### src/rtl/load_store_unit_if.sv
// Memory bus between the load/store unit (master) and the data memory (slave).
// Valid/ready request channel, valid-only response channel.
interface load_store_unit_if #(
    parameter int unsigned XLEN = 32
) ();
    logic            req_valid;
    logic            req_ready;
    logic            req_write;
    logic [XLEN-1:0] req_addr;
    logic [XLEN-1:0] req_wdata;
    logic [3:0]      req_wstrb;
    logic            rsp_valid;
    logic [XLEN-1:0] rsp_rdata;

    modport master (
        output req_valid,
        output req_write,
        output req_addr,
        output req_wdata,
        output req_wstrb,
        input  req_ready,
        input  rsp_valid,
        input  rsp_rdata
    );

    modport slave (
        input  req_valid,
        input  req_write,
        input  req_addr,
        input  req_wdata,
        input  req_wstrb,
        output req_ready,
        output rsp_valid,
        output rsp_rdata
    );
endinterface

### src/rtl/load_store_unit.sv
// Load/store unit: one memory transaction at a time, stalls the core while busy,
// returns aligned and extended load data.
// Optional feature macro: LSU_MISALIGN_CHECK_EN (flag misaligned H/W accesses and
// complete them without touching the bus).
// XLEN must be 32: the byte-lane logic is fixed at four lanes.
module load_store_unit #(
    parameter int unsigned XLEN = 32
) (
    input  logic              clk_i,
    input  logic              rst_b_i,
    input  logic              lsu_valid_i,
    input  logic              mem_read_i,
    input  logic              mem_write_i,
    input  logic [2:0]        mem_opcode_i,
    input  logic [XLEN-1:0]   alu_result_i,
    input  logic [XLEN-1:0]   rs2_rdata_i,
    output logic              lsu_stall_o,
    output logic              lsu_done_o,
    output logic [XLEN-1:0]   lsu_rdata_o,
    output logic              lsu_misalign_o,
    load_store_unit_if.master bus
);

    typedef enum logic [1:0] {StIdle, StReq, StRsp, StDone} state_e;

    state_e          state_q;
    logic [XLEN-1:0] addr_q;
    logic [2:0]      opcode_q;
    logic            write_q;
    logic [XLEN-1:0] wdata_q;
    logic [3:0]      wstrb_q;
    logic            req_valid_q;
    logic            done_q;
    logic            misalign_q;
    logic [XLEN-1:0] rdata_q;

    logic            accept;
    logic            is_write;
    logic            misalign_d;
    logic [XLEN-1:0] wdata_d;
    logic [3:0]      wstrb_d;
    logic [7:0]      ld_byte;
    logic [15:0]     ld_half;
    logic            ld_signed;
    logic [XLEN-1:0] load_data;

    // Read wins when both direction bits are set.
    assign accept   = lsu_valid_i & (mem_read_i | mem_write_i);
    assign is_write = mem_write_i & ~mem_read_i;

    // Store lane replication/strobes and misalignment detection for the incoming access.
    always_comb begin
        wdata_d    = rs2_rdata_i;
        wstrb_d    = 4'b1111;
        misalign_d = 1'b0;
        unique case (mem_opcode_i[1:0])
            2'b00: begin
                wdata_d = {4{rs2_rdata_i[7:0]}};
                wstrb_d = 4'b0001 << alu_result_i[1:0];
            end
            2'b01: begin
                wdata_d = {2{rs2_rdata_i[15:0]}};
                wstrb_d = 4'b0011 << {alu_result_i[1], 1'b0};
`ifdef LSU_MISALIGN_CHECK_EN
                misalign_d = alu_result_i[0];
`endif
            end
            default: begin
`ifdef LSU_MISALIGN_CHECK_EN
                misalign_d = (alu_result_i[1:0] != 2'b00);
`endif
            end
        endcase
    end

    // Lane extraction and sign/zero extension of the word-aligned read data.
    always_comb begin
        unique case (addr_q[1:0])
            2'd0:    ld_byte = bus.rsp_rdata[7:0];
            2'd1:    ld_byte = bus.rsp_rdata[15:8];
            2'd2:    ld_byte = bus.rsp_rdata[23:16];
            default: ld_byte = bus.rsp_rdata[31:24];
        endcase
        ld_half   = addr_q[1] ? bus.rsp_rdata[31:16] : bus.rsp_rdata[15:0];
        ld_signed = ~opcode_q[2];
        unique case (opcode_q[1:0])
            2'b00:   load_data = {{(XLEN-8){ld_signed & ld_byte[7]}}, ld_byte};
            2'b01:   load_data = {{(XLEN-16){ld_signed & ld_half[15]}}, ld_half};
            default: load_data = bus.rsp_rdata;
        endcase
    end

    // Transaction FSM; all bus and completion outputs are registered here.
    always_ff @(posedge clk_i or negedge rst_b_i) begin
        if (!rst_b_i) begin
            state_q     <= StIdle;
            addr_q      <= '0;
            opcode_q    <= '0;
            write_q     <= 1'b0;
            wdata_q     <= '0;
            wstrb_q     <= '0;
            req_valid_q <= 1'b0;
            done_q      <= 1'b0;
            misalign_q  <= 1'b0;
            rdata_q     <= '0;
        end else begin
            unique case (state_q)
                StIdle: begin
                    if (accept) begin
                        addr_q   <= alu_result_i;
                        opcode_q <= mem_opcode_i;
                        write_q  <= is_write;
                        wdata_q  <= wdata_d;
                        wstrb_q  <= is_write ? wstrb_d : 4'b0000;
                        if (misalign_d) begin
                            done_q     <= 1'b1;
                            misalign_q <= 1'b1;
                            state_q    <= StDone;
                        end else begin
                            req_valid_q <= 1'b1;
                            state_q     <= StReq;
                        end
                    end
                end
                StReq: begin
                    if (bus.req_ready) begin
                        req_valid_q <= 1'b0;
                        state_q     <= StRsp;
                    end
                end
                StRsp: begin
                    if (bus.rsp_valid) begin
                        if (!write_q) begin
                            rdata_q <= load_data;
                        end
                        done_q  <= 1'b1;
                        state_q <= StDone;
                    end
                end
                StDone: begin
                    done_q     <= 1'b0;
                    misalign_q <= 1'b0;
                    state_q    <= StIdle;
                end
                default: state_q <= StIdle;
            endcase
        end
    end

    assign lsu_stall_o    = ((state_q == StIdle) && accept) || (state_q == StReq) ||
                            (state_q == StRsp);
    assign lsu_done_o     = done_q;
    assign lsu_rdata_o    = rdata_q;
    assign lsu_misalign_o = misalign_q;

    assign bus.req_valid = req_valid_q;
    assign bus.req_write = write_q;
    assign bus.req_addr  = addr_q;
    assign bus.req_wdata = wdata_q;
    assign bus.req_wstrb = wstrb_q;

endmodule

### src/flat_wrapper.sv
// flat-port wrapper written by rule: the top's interface ports become plain ports
module load_store_unit_flat 
#(
    parameter int unsigned XLEN = 32
)
  (clk_i, rst_b_i, lsu_valid_i, mem_read_i, mem_write_i, mem_opcode_i, alu_result_i, rs2_rdata_i, lsu_stall_o, lsu_done_o, lsu_rdata_o, lsu_misalign_o, bus_req_valid, bus_req_write, bus_req_addr, bus_req_wdata, bus_req_wstrb, bus_req_ready, bus_rsp_valid, bus_rsp_rdata);
  load_store_unit_if #(.XLEN(XLEN)) bus_i ();
  input  logic clk_i;
  input  logic rst_b_i;
  input  logic lsu_valid_i;
  input  logic mem_read_i;
  input  logic mem_write_i;
  input  logic [2:0] mem_opcode_i;
  input  logic [XLEN-1:0] alu_result_i;
  input  logic [XLEN-1:0] rs2_rdata_i;
  output logic lsu_stall_o;
  output logic lsu_done_o;
  output logic [XLEN-1:0] lsu_rdata_o;
  output logic lsu_misalign_o;
  output wire logic [$bits(bus_i.req_valid)-1:0] bus_req_valid;
  output wire logic [$bits(bus_i.req_write)-1:0] bus_req_write;
  output wire logic [$bits(bus_i.req_addr)-1:0] bus_req_addr;
  output wire logic [$bits(bus_i.req_wdata)-1:0] bus_req_wdata;
  output wire logic [$bits(bus_i.req_wstrb)-1:0] bus_req_wstrb;
  input wire logic [$bits(bus_i.req_ready)-1:0] bus_req_ready;
  input wire logic [$bits(bus_i.rsp_valid)-1:0] bus_rsp_valid;
  input wire logic [$bits(bus_i.rsp_rdata)-1:0] bus_rsp_rdata;
  assign bus_req_valid = bus_i.req_valid;
  assign bus_req_write = bus_i.req_write;
  assign bus_req_addr = bus_i.req_addr;
  assign bus_req_wdata = bus_i.req_wdata;
  assign bus_req_wstrb = bus_i.req_wstrb;
  assign bus_i.req_ready = bus_req_ready;
  assign bus_i.rsp_valid = bus_rsp_valid;
  assign bus_i.rsp_rdata = bus_rsp_rdata;
  load_store_unit #(.XLEN(XLEN)) u_core (.clk_i(clk_i), .rst_b_i(rst_b_i), .lsu_valid_i(lsu_valid_i), .mem_read_i(mem_read_i), .mem_write_i(mem_write_i), .mem_opcode_i(mem_opcode_i), .alu_result_i(alu_result_i), .rs2_rdata_i(rs2_rdata_i), .lsu_stall_o(lsu_stall_o), .lsu_done_o(lsu_done_o), .lsu_rdata_o(lsu_rdata_o), .lsu_misalign_o(lsu_misalign_o), .bus(bus_i));
endmodule
### config.mk
export PLATFORM = sky130hd
export DESIGN_NAME = load_store_unit_flat
export DESIGN_NICKNAME = d
export VERILOG_FILES = /design/src/rtl/load_store_unit_if.sv /design/src/rtl/load_store_unit.sv /design/src/flat_wrapper.sv
export SDC_FILE = /design/constraint.sdc
export NUM_CORES = 1
export LEC_CHECK = 0
export BUFFER_PORTS_ARGS = -buffer_cell sky130_fd_sc_hd__buf_2
export CAP_MARGIN = 10
export CORE_MARGIN = 2
export CORE_UTILIZATION = 52
export CTS_CLUSTER_SIZE = 24
export DETAILED_ROUTE_END_ITERATION = 7
export PLACE_DENSITY = 0.91
export SLEW_MARGIN = 20
export SYNTH_ARGS = -nofsm -noshare
export SYNTH_HDL_FRONTEND = slang
export SYNTH_SLANG_ARGS = --single-unit
### constraint.sdc
create_clock -name clk_i -period 4.84 [get_ports clk_i]
set_input_delay 0 -clock clk_i [delete_from_list [all_inputs] [get_ports clk_i]]
set_output_delay 0 -clock clk_i [all_outputs]
set_load 0.1 [all_outputs]
# --- Word level (Yosys, flattened, before mapping) ---
# Index checks and enable logic that the tools add are counted.
# W data, S select, Z words.
totals:
  output_inout_bits: 105
  regBits: 108
classes:
  n_mux: 15
  n_reduce_logical: 14
  n_eq_ne: 10
  n_bitwise: 8
  shift: 2
op_table:
  columns: ["cell", "count"]
  rows:
  - ["$pmux W32 S2", 2]
  - ["$pmux W8 S3", 1]
  - ["$mux W16", 1]
  - ["$reduce_and A3 Y1", 3]
  - ["$eq A2 B1 Y1 const B", 4]
  - ["$logic_not A2 Y1", 4]
  - ["$pmux W2 S4", 1]
  - ["$pmux W4 S2", 1]
  - ["$eq A2 B2 Y1 const B", 3]
  - ["$mux W2", 3]
  - ["$and A1 B1 Y1", 4]
  - ["$mux W4", 1]
  - ["$ne A2 B2 Y1 const B", 2]
  - ["$pmux W1 S2", 2]
  - ["$reduce_and A2 Y1", 2]
  - ["$reduce_bool A2 Y1", 2]
  - ["$shl A1 B2 Y4 const A", 1]
  - ["$shl A2 B2 Y4 const A", 1]
  - ["$mux W1", 3]
  - ["$not A1 Y1", 3]
  - ["$logic_or A1 B1 Y1", 2]
  - ["$ne A2 B1 Y1 const B", 1]
  - ["$logic_and A1 B1 Y1", 1]
  - ["$or A1 B1 Y1", 1]

# --- Longest topological paths before layout ---
# Gate-level depths: netlist of the first run.
depth:
  ltp_word: 5
  depth_mapped: 7

# --- Worst setup path before layout of the first run ---
# OpenSTA, ideal clock, no wires.
synth_timing:
  kind: "register to register"
  startpoint: "register u_core.addr_q[1], in the netlist u_core.bus.req_addr[1]"
  endpoint: "register u_core.rdata_q[7], in the netlist u_core.lsu_rdata_o[7]"
  n_path_buf: 1
  setup_slack_ns: 2.696
  period_less_slack_ns: 2.144
  path_stages_with_launch: 6
  t_arrival_ns: 2.012
  required_ns: 4.708
  cell_sequence: "dfrtp_1 > buf_6 > mux4_2 > o21ai_2 > o2bb2ai_1 > o21ai_1"
synth_via:
  elab_chain_cells: 3
synth_rtl:
  columns: ["item", "line_no", "text"]
  rows:
  - ["from (decl)", "load_store_unit.sv:27", "logic [XLEN-1:0] addr_q;"]
  - ["from (signal assigned)", "load_store_unit.sv:110", "addr_q <= alu_result_i;"]
  - ["$eq A2 B2 Y1, or another cell as far along", "load_store_unit.sv:78", "unique case (addr_q[1:0])"]
  - ["$pmux W8 S3", "load_store_unit.sv:78", null]
  - ["$pmux W32 S2 (*)", "load_store_unit.sv:86", "unique case (opcode_q[1:0])"]
  - ["to (signal assigned)", "load_store_unit.sv:134", "rdata_q <= load_data;"]
  - ["to (decl)", "load_store_unit.sv:35", "logic [XLEN-1:0] rdata_q;"]
# Mark *: on every way between the ends. The rest lies on a longest branch, timed or not.
# A chain may end at the register's enable or synchronous reset.

# --- Final worst setup path of the first run ---
layout_timing:
  startpoint: "register u_core.state_q[0]"
  endpoint: "register u_core.addr_q[29], in the netlist u_core.bus.req_addr[29]"
layout_via:
  elab_chain_cells: 2
layout_rtl:
  columns: ["item", "line_no", "text"]
  rows:
  - ["from (decl)", "load_store_unit.sv:26", "state_e state_q;"]
  - ["from (signal assigned)", "load_store_unit.sv:96", "state_q <= StIdle;"]
  - ["from (signal assigned)", "load_store_unit.sv:118", "state_q <= StDone;"]
  - ["from (signal assigned)", "load_store_unit.sv:121", "state_q <= StReq;"]
  - ["$logic_not A2 Y1", "load_store_unit.sv:107", "unique case (state_q)"]
  - ["$reduce_and A2 Y1 (no line)", null, null]
# Every way passes these cells.

==> impl_results.md, run 1 <==
- Outcome: finished, violations left
- Violated checks: negative hold slack
- Remaining antenna violation count: 0
- Startpoint type of the worst setup path: register
- Required @ worst endpoint: 5090 ps
- Type of the worst setup path: reg -> reg
- Number of setup violations in the final report: 0
- Number of nets produced by synthesis: 571
- Netlist area before placement: 5080 µm²
- Number of fill cells in the layout: 627
- Avg Synthesized Cell Area: 11.0 µm²
- Count of H-tree levels built during CTS: 3
- Hold Path Class: in -> reg
- Port buffer count: 209
- CP Data Arrival Time: 2710 ps
- Die ar.: 10600 µm²
- Total via count in the routed design: 4939
- Sum of negative setup slack: 0 ps
- Width of the chip: 103 µm
- Vertical die dimension: 103 µm
- Clock transition time at the flip-flop clock pins of the worst setup and hold paths: 100 ps
- RD Place Congestion: 0.853
- Later-pin clock latency in the skew report: 370 ps
- Starting utilization of the core area: 52.7%
- Synth top area cells: dfrtp_1 53%, mux2_2 9.5%, mux2i_1 4.9%, o21ai_0 4.6%, a21oi_1 3.8%
- Unrepaired setup endpoints after global routing: no
- Max-slew violation count: 0
- Row Count: 36
- Maximum fanout along the worst path: 68
- Top-level I/O count: 211
- Area leader, netlist: dfrtp_1
- Period Utilization, post-route: 50.7%
- Number of register bits inferred by synthesis: 108
- Hold Fails Final Rpt: 1
- Area growth from synthesis to final layout: 43.5%
- Share of the yosys chip area belonging to registers: 53.2%
- Crit-path max cell delay: 680 ps
- Worst Max-Slew Pin Slew: 1030 ps
- Time the worst path needs with I/O delays and setup: 2450 ps
- CTS buffer count: 9
- Count of mapped cells out of synthesis: 461
- TritonCTS clock tree: yes
- CP cell instances: inv_1 -> ha_1 -> o211ai_4 -> buf_4 -> mux2_2
- Post-synth top area share: 53.2%
- Net count reported at finish: 858
- Crit-path slowest cell: buf_4
- Post-detailed-routing wire length: 16.7 mm
- Top FF cell, synth: dfrtp_1
- Drt pass-1 iters: 4
- WL per Instance: 18.9 µm
- Via-to-Cell Ratio: 5.58
- Most frequent cell after synthesis: dfrtp_1
- Number of antenna violations at the first check in global routing: 1
- Sinks on the clock net: 108
- Endpoint kind of the worst setup timing path: register
- Most used standard cells in the synthesized netlist: 108 x dfrtp_1, 47 x o21ai_0, 45 x nand2_1
- Maximum number of pins on one net before global-route repair: 72
- Cell at the root of the clock tree: clkbuf_8
- Longest Clk Path Bufs: 2
- Core box area: 9640 µm²
- Number of synthesized flops with an enable pin: 0
- Detailed placement HPWL: 10.2 mm
- Total congestion overflow after global routing: 0
- Total global-route track usage: 32.2%
- Relative slew margins: 31.5%
- Layout cell share with drive strength beyond 1: 37.3%
- Number of DRC markers in iteration 0: 331
- Proportion of synthesized flip-flops having asynchronous set or reset: 100%
- Max cap viols: 0
- Number of synthesis warnings: 0
- WHS: -0.782 ps
- Netlist cell types: 47
- Setup clock skew after layout: 8.80 ps
- Residual DRC count: 0
- Highest attainable clock frequency: 408 MHz
- Vias in the first global route: 5133
- First-pass GRT wire length: 26.0 mm
[worst paths after layout]
path	start	to	slack (ps)	depth (start not counted)
worst max-delay path	u_core.state_q[0]$_DFFE_PN0P_	u_core.bus.req_addr[29]$_DFFE_PN0P_	2390	5
worst max register to register	u_core.state_q[0]$_DFFE_PN0P_	u_core.bus.req_addr[29]$_DFFE_PN0P_	2390	5
worst min register to register	u_core.lsu_rdata_o[0]$_DFFE_PN0P_	u_core.lsu_rdata_o[0]$_DFFE_PN0P_	480	2
worst min-delay path	bus_rsp_rdata[5]	u_core.lsu_rdata_o[5]$_DFFE_PN0P_	-0.8	3
max in group asynchronous	rst_b_i	u_core.bus.req_valid$_DFFE_PN0P_	3440	3
min in group asynchronous	rst_b_i	u_core.bus.req_addr[31]$_DFFE_PN0P_	140	2
[area by class of cell]
class                   count  area (µm²)  area share [%]
flip-flops and latches    108        2700            37.1
well taps                 133         166            2.28
clock inverters             2        10.0           0.137
inverters                   7        26.3           0.360
diodes                      1        2.50          0.0343
multi-input cells         316        2210            30.3
clock buffers              12         165            2.26
repair buffers            306        2010            27.6
[metrics by stage]
stage | cell area, µm² | instances | utilization (%) | worst slack (ps)
after floorplan | 5080 | 461 | - | 2700
after global placement | 6170 | 776 | 64.0 | 2530
after detailed placement | 6170 | 776 | 64.0 | 2440
after CTS | 7290 | 884 | 75.6 | 2410
after global routing | 7290 | 885 | 75.6 | 2230
final | 7290 | 885 | 75.6 | 2390
[cell usage in the layout, fill, tap and decap left out, types with 2 or more instances in the layout]
cell           synthesis  final
a221oi_1               3      3
inv_1                  7      7
clkinv_2               0      2
buf_2                 14    208
mux2i_1               25     25
mux2_2                43     43
dfrtp_1              108    108
o41ai_1                6      6
o21ai_1                2      2
nor2_1                25     25
and2b_1                3      3
o21ai_0               47     47
buf_4                  4      4
ha_1                   4      4
a21o_1                 8      8
dlygate4sd3_1          0     94
nand2_1               45     45
a21oi_1               39     39
nand2b_1               2      2
a311oi_1               6      6
a211oi_1               6      6
o211ai_1              16     16
nor2b_1                6      6
a22oi_1                8      8
clkbuf_8               0     12
[worst max-delay path: cells and delay by family (launching register included)]
| kind | cells | cell delay, ps |
|---|---|---|
| buffers and inverters | 2 | 760 |
| adder cells (fa/ha/maj) | 1 | 290 |
| flip-flops | 1 | 410 |
| multiplexers | 1 | 420 |
| AO/OA/AOI/OAI | 1 | 420 |
[cells by family after synthesis]
family	Yosys count	share of synthesized area, %
multiplexers	69	14.9
flip-flops	108	53.2
adder cells (fa/ha/maj)	4	0.985
buffers and inverters	37	3.52
AND/OR/NAND/NOR	90	8.42
other	1	0.0738
AO/OA/AOI/OAI	152	18.9
[per-layer routing]
layer | GRT usage (%) | part of all wire [%] | up-vias | wire (µm)
met3 | 8.75 | 9.1 | 34 | 1520
met4 | 11.9 | 2.1 | 0 | 358
met2 | 52.4 | 49 | 268 | 8270
met1 | 41.5 | 39 | 2393 | 6580
met5 | 0 | 0 | - | 0
li1 | - | - | 2244 | -
[flip-flops by register name, indices dropped and copies added, names as in the netlist]
| register | flops |
|---|---|
| u_core.bus.req_write | 1 |
| u_core.lsu_done_o | 1 |
| u_core.lsu_rdata_o | 32 |
| u_core.bus.req_wstrb | 4 |
| u_core.bus.req_wdata | 32 |
| u_core.opcode_q | 3 |
| u_core.bus.req_addr | 32 |
| u_core.state_q | 2 |
| u_core.bus.req_valid | 1 |
[timing repair]
action / 4_1_cts / 5_1_grt
setup endpoints to repair: 0 / 0
hold endpoints to repair: 132 / 0
setup buffers: 0 / 0
hold buffers: 94 / 0
gates resized for setup: 0 / 0
Power of run 1 is not shown: default switching activity piles up to over one toggle a cycle in this logic, so the estimate is an artifact.
==> run 2: changes to the inputs <==
- CORE_UTILIZATION: 52 -> 44
- PLACE_DENSITY: 0.91 -> 0.82
- clock period: 4.84 -> 2.2 ns (I/O delays scaled with it)
==> run 2 against run 1 <==
Against the previous run: the flow now finishes without violations; setup slack got worse by 2200 ps; global-route usage decreased by 4.6 points; worst hold slack better by 17 ps; sequential cell count unchanged; sequential share of layout area down 0.45 points; critical path depth up 1; die area up 17%; final cell count up 0.79%; largest cell class unchanged.
==> impl_results.md, run 2 (synthesized netlist as in run 1, its figures left out) <==
- Worst Max-Slew Pin Slew: 606 ps (-421 ps)
- Max-slew violation count: 0 (unchanged)
- Path depth of the worst reg2reg path: 6 (+1)
- Met3 track demand over resource: 7.51% (-1.2 points)
- Period Utilization, post-route: 92.5%
- Hold Fails Final Rpt: 0 (-1)
- Drt pass-1 iters: 5 (+1)
- Vertical die dimension: 111 µm (+8.4%)
- RD Place Congestion: 0.970 (+14%)
- Critical hold path startpoint: rs2_rdata_i[8]
- Number of setup violations in the final report: 0 (unchanged)
- Count of H-tree levels built during CTS: 3 (unchanged)
- Quantity of hold-fixing buffers added after cts: 85 (-9.6%)
- Most Used Layer, Global Route: met2
- Post-detailed-routing wire length: 17.0 mm (+1.9%)
- Residual DRC count: 0 (unchanged)
- Vias in the first global route: 5356 (+4.3%)
- Startpoint of the worst-slack reg-to-reg timing path: u_core.state_q[0]$_DFFE_PN0P_
- Highest-count cells in the layout ignoring fill and taps: 208 x buf_2, 108 x dfrtp_1, 85 x dlygate4sd3_1, 47 x o21ai_0, 45 x nand2_1
- Number of fill cells in the layout: 837 (+33%)
- Highest attainable clock frequency: 491 MHz
- Endpoint kind of the worst setup timing path: output pin
- Time the worst path needs with I/O delays and setup: 2040 ps
- TritonCTS clock tree: yes
- Sinks on the clock net: 108 (unchanged)
- Startpoint type of the worst setup path: register
- Crit-path slowest cell: buf_2
- Worst min-delay path endpoint: u_core.bus.req_wdata[8]$_DFFE_PN0P_
- Net count reported at finish: 855 (-0.35%)
- Crit-path max cell delay: 420 ps (-260 ps)
- Sum of negative setup slack: 0 ps (unchanged)
- Resized cells post-CTS: 0 (unchanged)
- Row Count: 39 (+8.3%)
- WL per Instance: 19.1 µm (+1.1%)
- Total via count in the routed design: 5046 (+2.2%)
- Number of DRC markers in iteration 0: 416 (+26%)
- Met1 track demand over resource: 32.0% (-9.6 points)
- Number of antenna violations at the first check in global routing: 0 (-1)
- Footprint of the multi-input gates: 2210 µm² (unchanged)
- Top-level I/O count: 211 (unchanged)
- First-pass GRT wire length: 27.3 mm (+4.9%)
- CP Data Arrival Time: 2040 ps (-670 ps)
- Max cap viols: 0 (unchanged)
- Dpl ws: 303 ps (-2140 ps)
- Count of buffer and inverter cells on the critical path: 3 (+1)
- Width of the chip: 111 µm (+8.4%)
- Unrepaired setup endpoints after global routing: no
- Remaining antenna violation count: 0 (unchanged)
- Number of setup buffers added after CTS: 0 (unchanged)
- Top Family by Delay on Critical Path: buffers and inverters
- Outcome: finished clean
- Maximum number of pins on one net before global-route repair: 77 (+6.9%)
- Number of inserted diodes: 0 (-1)
- Maximum fanout along the worst path: 76 (+12%)
- Detailed placement HPWL: 10.8 mm (+5.3%)
- Area post-placement: 6260 µm² (+1.3%)
- Core box area: 11300 µm² (+17%)
- Count of cells along the worst hold path: 3 (unchanged)
- Starting utilization of the core area: 44.9% (-7.8 points)
- Required @ worst endpoint: 2200 ps (-2890 ps)
- Via-to-Cell Ratio: 5.66 (+1.4%)
- Type of the worst setup path: reg -> out
- Layout cell share with drive strength beyond 1: 38.3% (+1.0 points)
- Final standard cell area without fillers: 7380 µm² (+1.2%)
- Port buffer count: 209 (unchanged)
- Storage element area: 2700 µm² (unchanged)
- Min setup slack post-route: 164 ps (-2220 ps)
- Cell at the root of the clock tree: clkbuf_16
- Longest Clk Path Bufs: 2 (unchanged)
- Met2 routing resource usage after global routing: 48.2% (-4.2 points)
- Total global-route track usage: 27.6% (-4.6 points)
- Hold Path Class: in -> reg
- Register-to-register path setup slack: 300 ps (-2090 ps)
- Area growth from synthesis to final layout: 45.3%
- Relative slew margins: 59.5% (+28 points)
- Setup clock skew after layout: 7.57 ps (-1.22 ps)
- Clock transition time at the flip-flop clock pins of the worst setup and hold paths: 70 ps (-30 ps)
- Most frequent standard cell in the layout excluding fill and tap cells: buf_2
- CTS buffer count: 9 (unchanged)
- Total congestion overflow after global routing: 0 (unchanged)
- R2r endpoint: u_core.lsu_rdata_o[31]$_DFFE_PN0P_
- CP cell instances: inv_1 -> ha_1 -> o211ai_4 -> buf_12 -> nand2_1 -> buf_2
- Die ar.: 12400 µm² (+17%)
- Later-pin clock latency in the skew report: 350 ps (-20 ps)
-- run 2: changes by cell type in the layout (fill, tap and decap cells not counted) --
| cell | delta |
|---|---|
| inv_6 | +1 |
| clkbuf_8 | -11 |
| buf_4 | +4 |
| diode_2 | -1 |
| dlygate4sd3_1 | -9 |
| buf_12 | +2 |
| clkbuf_16 | +9 |
| clkinv_4 | +2 |
-- run 2: per-layer routing --
metal  wire (µm)  vias to the layer above
li1            -                     2246
met1        6350                     2439
met2        8560                      313
met3        1580                       48
met4         557                        0
met5           0                        -
-- run 2: cell type report --
type                    count  share of cell area, %
clock buffers              10                   3.24
multi-input cells         316                   29.9
inverters                   7                  0.356
flip-flops and latches    108                   36.6
clock inverters             5                  0.492
repair buffers            303                   27.0
well taps                 143                   2.42
-- run 2: worst max path at each step --
stage	startpoint	cells after the start	endpoint	slack (ps)
5_1_grt	u_core.state_q[0]$_DFFE_PN0P_	6	lsu_stall_o	10
6_report	u_core.state_q[1]$_DFFE_PN0P_	6	lsu_stall_o	160
4_1_cts	u_core.state_q[1]$_DFFE_PN0P_	6	lsu_stall_o	140
3_5_place_dp	u_core.state_q[0]$_DFFE_PN0P_	6	u_core.lsu_rdata_o[25]$_DFFE_PN0P_	300
3_3_place_gp	u_core.state_q[0]$_DFFE_PN0P_	6	u_core.lsu_rdata_o[27]$_DFFE_PN0P_	440
2_1_floorplan	u_core.bus.req_addr[1]$_DFFE_PN0P_	5	u_core.lsu_rdata_o[7]$_DFFE_PN0P_	60
-- run 2: tightest hold or removal path, delay by kind of cell --
kind,cells,cell delay [ps]
mux,1,70
buf+inv,1,90
compound gates,1,170
-- run 2: metrics by stage --
| stage | hold slack (ps) | std cells | utilization (%) |
|---|---|---|---|
| global placement | 6.66 | 792 | 55.3 |
| CTS | 1.87 | 892 | 65.2 |
| global route | 22.8 | 892 | 65.2 |
| finish | 16.1 | 892 | 65.2 |
| detailed placement | 16.1 | 792 | 55.3 |
| floorplan | -296 | 461 | - |
Power of run 2 is left out for the same reason.
==> run 3: changes to the inputs <==
- CORE_UTILIZATION: 44 -> 25
- PLACE_DENSITY: 0.82 -> 0.54
==> run 3 against run 2 <==
Against the previous run: final cell count rose by 15%; core utilization fell by 27 points; critical endpoint unchanged; routed wire length fell by 7.0%; critical path depth did not move; largest cell class unchanged; final area rose by 3.6%.
==> impl_results.md, run 3 (synthesized netlist as in run 1, its figures left out) <==
- Drt pass-1 iters: 4 (-1)
- Startpoint of the worst-slack reg-to-reg timing path: u_core.state_q[0]$_DFFE_PN0P_
- Relative slew margins: 61.7% (+2.1 points)
- Worst min-delay path endpoint: u_core.lsu_rdata_o[14]$_DFFE_PN0P_
- RD Place Congestion: 0.747 (-23%)
- Path depth of the worst reg2reg path: 8 (+2)
- Cell at the root of the clock tree: clkbuf_16
- Number of antenna violations at the first check in global routing: 0 (unchanged)
- Setup clock skew after layout: 8.90 ps (+1.33 ps)
- Via-to-Cell Ratio: 4.53 (-20%)
- Layout cell share with drive strength beyond 1: 38.4% (+0.10 points)
- Vias in the first global route: 4852 (-9.4%)
- Clock transition time at the flip-flop clock pins of the worst setup and hold paths: 70 ps (about the same)
- Maximum fanout along the worst path: 25 (-67%)
- Register-to-register path setup slack: 390 ps (+90 ps)
- Highest-count cells in the layout ignoring fill and taps: 207 x buf_2, 108 x dfrtp_1, 89 x dlygate4sd3_1, 47 x o21ai_0, 45 x nand2_1
- Max cap viols: 0 (unchanged)
- Storage element area: 2700 µm² (unchanged)
- Hold Fails Final Rpt: 0 (unchanged)
- Total global-route track usage: 14.9% (-13 points)
- R2r endpoint: u_core.lsu_rdata_o[21]$_DFFE_PN0P_
- Total congestion overflow after global routing: 0 (unchanged)
- Total via count in the routed design: 4661 (-7.6%)
- Number of setup violations in the final report: 0 (unchanged)
- Min setup slack post-route: 158 ps (-5.98 ps)
- Starting utilization of the core area: 25.3% (-20 points)
- Endpoint kind of the worst setup timing path: output pin
- TritonCTS clock tree: yes
- Vertical die dimension: 147 µm (+31%)
- Width of the chip: 147 µm (+31%)
- First-pass GRT wire length: 25.7 mm (-5.8%)
- Remaining antenna violation count: 0 (unchanged)
- Highest attainable clock frequency: 490 MHz (-0.29%)
- Count of cells along the worst hold path: 3 (unchanged)
- Hold Path Class: in -> reg
- Worst Max-Slew Pin Slew: 574 ps (-31.9 ps)
- Sum of negative setup slack: 0 ps (unchanged)
- WL per Instance: 15.4 µm (-19%)
- Top-level I/O count: 211 (unchanged)
- Number of fill cells in the layout: 1990 (+140%)
- Footprint of the multi-input gates: 2210 µm² (unchanged)
- Core box area: 20100 µm² (+78%)
- Period Utilization, post-route: 92.8% (+0.27 points)
- Later-pin clock latency in the skew report: 350 ps (about the same)
- Number of inserted diodes: 0 (unchanged)
- Startpoint type of the worst setup path: register
- Post-detailed-routing wire length: 15.9 mm (-7.0%)
- Detailed placement HPWL: 11.3 mm (+4.8%)
- Maximum number of pins on one net before global-route repair: 50 (-35%)
- Dpl ws: 384 ps (+81.1 ps)
- Die ar.: 21500 µm² (+73%)
- Critical hold path startpoint: bus_rsp_rdata[14]
- Time the worst path needs with I/O delays and setup: 2040 ps (+5.98 ps)
- Number of DRC markers in iteration 0: 115 (-72%)
- Sinks on the clock net: 108 (unchanged)
- Area growth from synthesis to final layout: 50.6%
- Max-slew violation count: 0 (unchanged)
- Net count reported at finish: 865 (+1.2%)
- Fin util: 38.1% (-27 points)
- Unrepaired setup endpoints after global routing: no
- Port buffer count: 209 (unchanged)
- Count of H-tree levels built during CTS: 3 (unchanged)
- Residual DRC count: 0 (unchanged)
- Longest Clk Path Bufs: 2 (unchanged)
- Most frequent standard cell in the layout excluding fill and tap cells: buf_2
- Outcome: finished clean
- CP Data Arrival Time: 2040 ps (about the same)
- CTS buffer count: 9 (unchanged)
- Row Count: 52 (+33%)
- Type of the worst setup path: reg -> out
- Required @ worst endpoint: 2200 ps (about the same)
[run 3: cell count changes in the layout (fill, tap and decap cells not counted), sizes merged]
cell	before	now
dlygate4sd3	85	89
clkbuf	10	12
clkinvlp	0	1
bufinv	0	1
clkinv	4	3
buf	218	223
inv	8	7
[run 3: what timing repair did]
| item | 4_1_cts | 5_1_grt |
|---|---|---|
| resized for setup | 0 | 1 |
| hold buffers | 89 | 0 |
| buffers inserted | 0 | 0 |
| setup endpoints to repair | 0 | 1 |
| endpoints found under the hold margin | 182 | 0 |
[run 3: routing by layer]
metal / vias to the layer above / GRT usage [%] / share of wire (%)
li1: 2260 / - / -
met1: 2233 / 18.8 / 45
met2: 161 / 25.1 / 48
met3: 7 / 4.94 / 6.6
met4: 0 / 2.91 / 0.78
met5: - / 0 / 0
[run 3: final cells by class]
class	count	area share, %
clock inverters	5	0.687
well taps	270	4.42
clock buffers	11	3.04
flip-flops and latches	108	35.3
repair buffers	313	27.3
multi-input cells	316	28.8
inverters	7	0.343
[run 3: worst max-delay path, stage by stage (launching register included)]
cell and delay [ps]:
dfrtp_1 400, inv_1 110, ha_1 300, o211ai_4 230, buf_12 230, nand2_1 80, clkbuf_4 330
[run 3: stage by stage]
step / area [µm²] / cells / hold slack [ps]
after floorplan: 5080 / 461 / -296
after global placement: 6470 / 925 / -38.3
after detailed placement: 6470 / 925 / -32.0
after CTS: 7650 / 1030 / 9.45
after global routing: 7650 / 1030 / 34.3
final: 7650 / 1030 / 13.9
[run 3: worst max path at each step]
stage | from | to | slack [ps] | cells past startpoint
final | u_core.state_q[1]$_DFFE_PN0P_ | lsu_stall_o | 160 | 6
after global routing | u_core.state_q[1]$_DFFE_PN0P_ | lsu_stall_o | 30 | 6
after CTS | u_core.state_q[0]$_DFFE_PN0P_ | lsu_stall_o | 20 | 6
after detailed placement | u_core.state_q[0]$_DFFE_PN0P_ | u_core.bus.req_addr[17]$_DFFE_PN0P_ | 380 | 5
after global placement | u_core.state_q[0]$_DFFE_PN0P_ | u_core.lsu_rdata_o[27]$_DFFE_PN0P_ | 400 | 8
after floorplan | u_core.bus.req_addr[1]$_DFFE_PN0P_ | u_core.lsu_rdata_o[7]$_DFFE_PN0P_ | 60 | 5
Power of run 3 is left out for the same reason.
